[src/rtl/clint.sv]
// Core-local interruptor: free-running mtime with prescaler, mtimecmp, msip,
// and a single-outstanding request/response register port.
module clint #(
  parameter int unsigned TICK_DIV = 1
) (
  input  logic        clk,
  input  logic        rst,
  input  logic        req_valid,
  output logic        req_ready,
  input  logic        req_we,
  input  logic [15:0] req_addr,
  input  logic [63:0] req_wdata,
  input  logic [7:0]  req_wstrb,
  output logic        rsp_valid,
  input  logic        rsp_ready,
  output logic [63:0] rsp_rdata,
  output logic        rsp_err,
  output logic [15:0] i_pending,
  output logic [63:0] mtime
);

  localparam logic [15:0] DIV_LAST = 16'(TICK_DIV - 1);

  logic [63:0] mtime_q, mtime_d;
  logic [63:0] mtimecmp_q, mtimecmp_d;
  logic        msip_q, msip_d;
  logic        mtip_q, mtip_d;
  logic [15:0] div_cnt_q, div_cnt_d;
  logic        rsp_valid_q, rsp_valid_d;
  logic        rsp_err_q, rsp_err_d;
  logic [63:0] rsp_rdata_q, rsp_rdata_d;

  logic        tick;
  logic        accept;
  logic        sel_msip, sel_cmp, sel_time, hit;
  logic [63:0] mtime_wr, mtimecmp_wr;

  assign req_ready = !rsp_valid_q || rsp_ready;
  assign accept    = req_valid && req_ready;
  assign tick      = (div_cnt_q == DIV_LAST);

  // Full 16-bit compares also reject misaligned offsets inside a register.
  assign sel_msip = (req_addr == 16'h0000);
  assign sel_cmp  = (req_addr == 16'h4000);
  assign sel_time = (req_addr == 16'hBFF8);
  assign hit      = sel_msip || sel_cmp || sel_time;

  genvar gi;
  generate
    for (gi = 0; gi < 8; gi++) begin : g_byte
      assign mtime_wr[gi*8 +: 8]    = req_wstrb[gi] ? req_wdata[gi*8 +: 8] : mtime_q[gi*8 +: 8];
      assign mtimecmp_wr[gi*8 +: 8] = req_wstrb[gi] ? req_wdata[gi*8 +: 8] : mtimecmp_q[gi*8 +: 8];
    end
  endgenerate

  always_comb begin
    div_cnt_d   = tick ? 16'd0 : div_cnt_q + 16'd1;
    mtime_d     = tick ? mtime_q + 64'd1 : mtime_q;
    mtimecmp_d  = mtimecmp_q;
    msip_d      = msip_q;
    rsp_valid_d = rsp_valid_q && !rsp_ready;
    rsp_rdata_d = rsp_rdata_q;
    rsp_err_d   = rsp_err_q;
    // MTIP compares the registered values, so it trails any update by one edge.
    mtip_d      = (mtime_q >= mtimecmp_q);

    if (accept) begin
      rsp_valid_d = 1'b1;
      rsp_err_d   = !hit;
      rsp_rdata_d = 64'd0;
      if (req_we) begin
        if (sel_time)                 mtime_d    = mtime_wr;
        if (sel_cmp)                  mtimecmp_d = mtimecmp_wr;
        if (sel_msip && req_wstrb[0]) msip_d     = req_wdata[0];
      end else begin
        if (sel_msip)      rsp_rdata_d = {63'd0, msip_q};
        else if (sel_cmp)  rsp_rdata_d = mtimecmp_q;
        else if (sel_time) rsp_rdata_d = mtime_q;
      end
    end
  end

  always_ff @(posedge clk) begin
    if (rst) begin
      mtime_q     <= 64'd0;
      mtimecmp_q  <= 64'hFFFF_FFFF_FFFF_FFFF;
      msip_q      <= 1'b0;
      mtip_q      <= 1'b0;
      div_cnt_q   <= 16'd0;
      rsp_valid_q <= 1'b0;
      rsp_rdata_q <= 64'd0;
      rsp_err_q   <= 1'b0;
    end else begin
      mtime_q     <= mtime_d;
      mtimecmp_q  <= mtimecmp_d;
      msip_q      <= msip_d;
      mtip_q      <= mtip_d;
      div_cnt_q   <= div_cnt_d;
      rsp_valid_q <= rsp_valid_d;
      rsp_rdata_q <= rsp_rdata_d;
      rsp_err_q   <= rsp_err_d;
    end
  end

  assign rsp_valid = rsp_valid_q;
  assign rsp_rdata = rsp_rdata_q;
  assign rsp_err   = rsp_err_q;
  assign i_pending = {8'd0, mtip_q, 3'd0, msip_q, 3'd0};
  assign mtime     = mtime_q;

endmodule

[config.mk]
export PLATFORM = sky130hd
export DESIGN_NAME = clint
export DESIGN_NICKNAME = d
export VERILOG_FILES = /design/src/rtl/clint.sv
export SDC_FILE = /design/constraint.sdc
export NUM_CORES = 1
export LEC_CHECK = 0
export CAP_MARGIN = 25
export CELL_PAD_IN_SITES_DETAIL_PLACEMENT = 1
export CELL_PAD_IN_SITES_GLOBAL_PLACEMENT = 2
export CORE_ASPECT_RATIO = 0.75
export CORE_MARGIN = 4
export CORE_UTILIZATION = 29
export CTS_BUF_LIST = sky130_fd_sc_hd__clkbuf_2 sky130_fd_sc_hd__clkbuf_4 sky130_fd_sc_hd__clkbuf_8
export CTS_CLUSTER_DIAMETER = 50
export DETAILED_ROUTE_END_ITERATION = 7
export PLACE_DENSITY = 0.88
export SKIP_LAST_GASP = 1
export SLEW_MARGIN = 5
export SYNTH_ARGS = -nofsm -noshare
export SYNTH_HDL_FRONTEND = slang
export SYNTH_SLANG_ARGS = --single-unit
export TNS_END_PERCENT = 30
[constraint.sdc]
create_clock -name clk -period 2.8 [get_ports clk]
set_clock_uncertainty 0.2 [all_clocks]
set_input_delay 0.56 -clock clk [delete_from_list [all_inputs] [get_ports clk]]
set_output_delay 0.56 -clock clk [all_outputs]
set_load 0.01 [all_outputs]
==> results of run 1 <==
[worst reg2reg max path, stage by stage, from the launching register on]
cell      delay, ns
dfxtp_1        0.47
ha_1           0.28
o21ai_0        0.16
a21oi_1        0.10
o311ai_1       0.48
a311oi_2       0.27
buf_4          0.22
o311ai_1       0.31
a21oi_1        0.13
[cell usage after synthesis, drive strengths merged, types with 10 or more instances]
cell type  number  area [um2]
a211o          64         561
a211oi         23         178
a21oi          74         370
a22oi          66         495
a2bb2oi        10        87.6
a31oi          18         113
and3           84         528
buf            30         214
clkbuf         65         274
dfxtp         212        4240
ha             67         838
inv            78         293
mux2           56         631
mux2i          18         180
nand2          75         282
nand3          58         313
nand4          26         175
nor2          138         523
nor3           40         205
nor4           20         161
o211ai         12        90.1
o21ai          30         150
or3            13        81.3
xor2           18         158
[cells by family after synthesis]
family	count (synthesis)	synth area share (%)
simple gates	502	22.2
flops	212	35.8
buf+inv	173	6.58
fa+ha+maj	67	7.06
mux	74	6.83
xor+xnor	25	1.85
compound gates	333	19.6
other cells	1	0.0316
[through the flow]
stage | power, mW | util [%] | std cells | cell area, um2 | setup TNS (ns)
after floorplan | 3.23 | - | 1400 | 11900 | 0
after global placement | 3.47 | 38.6 | 2175 | 15400 | -57.43
after detailed placement | 3.47 | 38.6 | 2175 | 15400 | -67.17
after CTS | 6.83 | 40.9 | 2247 | 16300 | -0.519
after global routing | 7.00 | 41.1 | 2252 | 16400 | -0.498
final | 6.73 | 41.1 | 2253 | 16400 | 0
[power groups by stage]
| stage | sequential (mW) | clock (mW) | combinational, mW |
|---|---|---|---|
| after floorplan | 3.10 | 0 | 0.134 |
| after global placement | 3.09 | 0 | 0.373 |
| after detailed placement | 3.09 | 0 | 0.375 |
| after CTS | 3.03 | 3.43 | 0.378 |
| after global routing | 3.03 | 3.57 | 0.402 |
| final | 3.03 | 3.32 | 0.380 |
[area by class of cell]
type | count | area, um2 | share of cell area (%)
antenna | 1 | 2.50 | 0.0152
sequential | 212 | 4250 | 25.8
inverter | 78 | 293 | 1.78
clock buffer | 68 | 848 | 5.16
clock inverter | 4 | 27.5 | 0.167
tap | 520 | 651 | 3.96
multi-input combinational | 1015 | 7000 | 42.6
timing repair buffer | 355 | 3370 | 20.5
[path summary, 6_finish.rpt]
kind                                    start                           to  slack [ns]  depth (start not counted)
setup / recovery        mtime[1]$_SDFFE_PP0P_            mtip_q$_SDFF_PP0_        0.06                          8
hold / removal                            rst    rsp_rdata[4]$_SDFFE_PP0P_        0.20                          2
setup reg to reg        mtime[1]$_SDFFE_PP0P_            mtip_q$_SDFF_PP0_        0.06                          8
hold reg to reg   mtimecmp_q[46]$_SDFFE_PP1P_  mtimecmp_q[46]$_SDFFE_PP1P_        0.26                          1
[registers in the layout (all words and copies together) (netlist names)]
signal and flops:
div_cnt_q 16, msip_q 1, mtime 64, mtimecmp_q 64, mtip_q 1, rsp_err 1, rsp_rdata 64, rsp_valid 1
[timing repair]
| action | 4_1_cts | 5_1_grt |
|---|---|---|
| pin swaps | 0 | 5 |
| buffers inserted | 0 | 5 |
| setup endpoints to repair | 16 | 61 |
| resized for setup | 4 | 16 |
[routing by layer]
metal  routed length [um]  share of wire [%]  up-vias
li1                     -                  -     5728
met1                22500                 49     6056
met2                20700                 45      270
met3                 2120                4.6       46
met4                  579                1.3        2
met5                   13              0.028        -
==> qor.yml, run 1 <==
cells_and_area:
  area_delta_synth_final_pct: 38.6
  drive_gt1_share_pct: 17.3
  final_cell_mix: "clkdlybuf4s50_1, dfxtp_1, nor2_1"
  final_common_cell: "clkdlybuf4s50_1"
  layout.nets: 1863
  nFillCells: 4675
die:
  core_area_um2: 40000
  ioPinCount: 240
  die_width_um: 242
  fp.dieH_um: 183
  rows: 63
  start_util_pct: 29.7
  die_area_um2: 44300
power:
  swShare_pct: 24.2
  leakagePower_nw: 7.27
  p_clk_share_pct: 49.4
  pwr-share-comb_pct: 5.7
  power_density_nw_per_um2: 409
  seqPwrFrac_pct: 45.0
  irDropWorstVdd_mv: 0.260
  intPower_mw: 5.10
  power.net_switching_mw: 1.63
yosys:
  synthFlopType: "dfxtp_1"
  synthArstFlopShare_pct: 0
  netlist_area_um2: 11900
  yosysSeqAreaShare_pct: 35.8
  ys_types: 73
  synth_cells: 1387
  ys_seq_elements: 212
  avgSynthCellArea_um2: 8.56
  synth_edf_count: 0
  yosys_warnings: 0
global_routing:
  grt_max_degree: 58
  gr-usage-met1_pct: 28.0
  grt_pass1_wl_um: 72600
  grt-ovfl-total: 0
  antenna_found_initial: 2
  grt_pass1_vias: 12595
  grt_busiest_layer: "met2"
  grt_util_met2_pct: 32.4
  track_usage_pct: 20.1
  grtUsageMet3_pct: 4.08
critical_path:
  critPathArrivalTime_ns: 2.96
  worstSetupPathType: "reg -> reg"
  critPathMaxStageDelay_ns: 0.48
  critPathLaunchType: "flop"
  critPathMaxFanout: 7
  worst_path_max_delay_cell: "o311ai_1"
  path_buf_inv: 1
  end_kind: "flop"
  cp.required_ns: 3.02
  crit_chain: "ha_1 > o21ai_0 > a21oi_1 > o311ai_1 > a311oi_2 > buf_4 > o311ai_1 > a21oi_1"
  critical_path.top_delay_family: "compound AO/OA/AOI/OAI gates"
route:
  wl_per_cell_um: 20.4
  first_pass_iters: 5
  vias: 12102
  drc: 0
  first_iter_violations: 630
  vias_per_cell: 5.37
  wirelength_um: 46000
  antenna_left: 0
place:
  globalplace.congestion: 0.843
  portBuffers: 225
  pre_cts_slack_ns: -0.499
  dp_hpwl_um: 35000
timing:
  setup_viol: 0
  tightest_slew_ns: 0.707
  drv_slew: 0
  rsz0062_at_grt: "yes"
  hold_ws_ns: 0.195
  setup_slack_ns: 0.0587
  max-slew-margin-rel_pct: 52.7
  timing.final.crit_share_pct: 97.9
  fmax_ghz: 0.365
  finalHoldViolCount: 0
  finalCriticalPeriod_ns: 2.74
cts:
  htreeDepth: 2
  clk_path_buf_depth: 3
  cts_root_buffer: "clkbuf_8"
  path_clk_slew_ns: 0.06
  cts_hold_buf: 0
  clk_latency_ns: 0.56
  cts_tree: "done"
  cts_buffers: 41
  cts_num_sinks: 212
run:
  maxCapViolCount: 0
run_status:
  status: "finished, final reports clean"
min_path:
  hold_path.class: "in -> reg"
Note: power is estimated with default switching activity, not from simulation.
==> run 2, diff against run 1 <==
--- a/config.mk
+++ b/config.mk
@@ -16,7 +16,7 @@
 export DETAILED_ROUTE_END_ITERATION = 7
 export PLACE_DENSITY = 0.88
 export SKIP_LAST_GASP = 1
-export SLEW_MARGIN = 5
+export SLEW_MARGIN = 0
 export SYNTH_ARGS = -nofsm -noshare
 export SYNTH_HDL_FRONTEND = slang
 export SYNTH_SLANG_ARGS = --single-unit
==> results of run 2 <==
Final layout, timing and power as in run 1 (identical DEF).
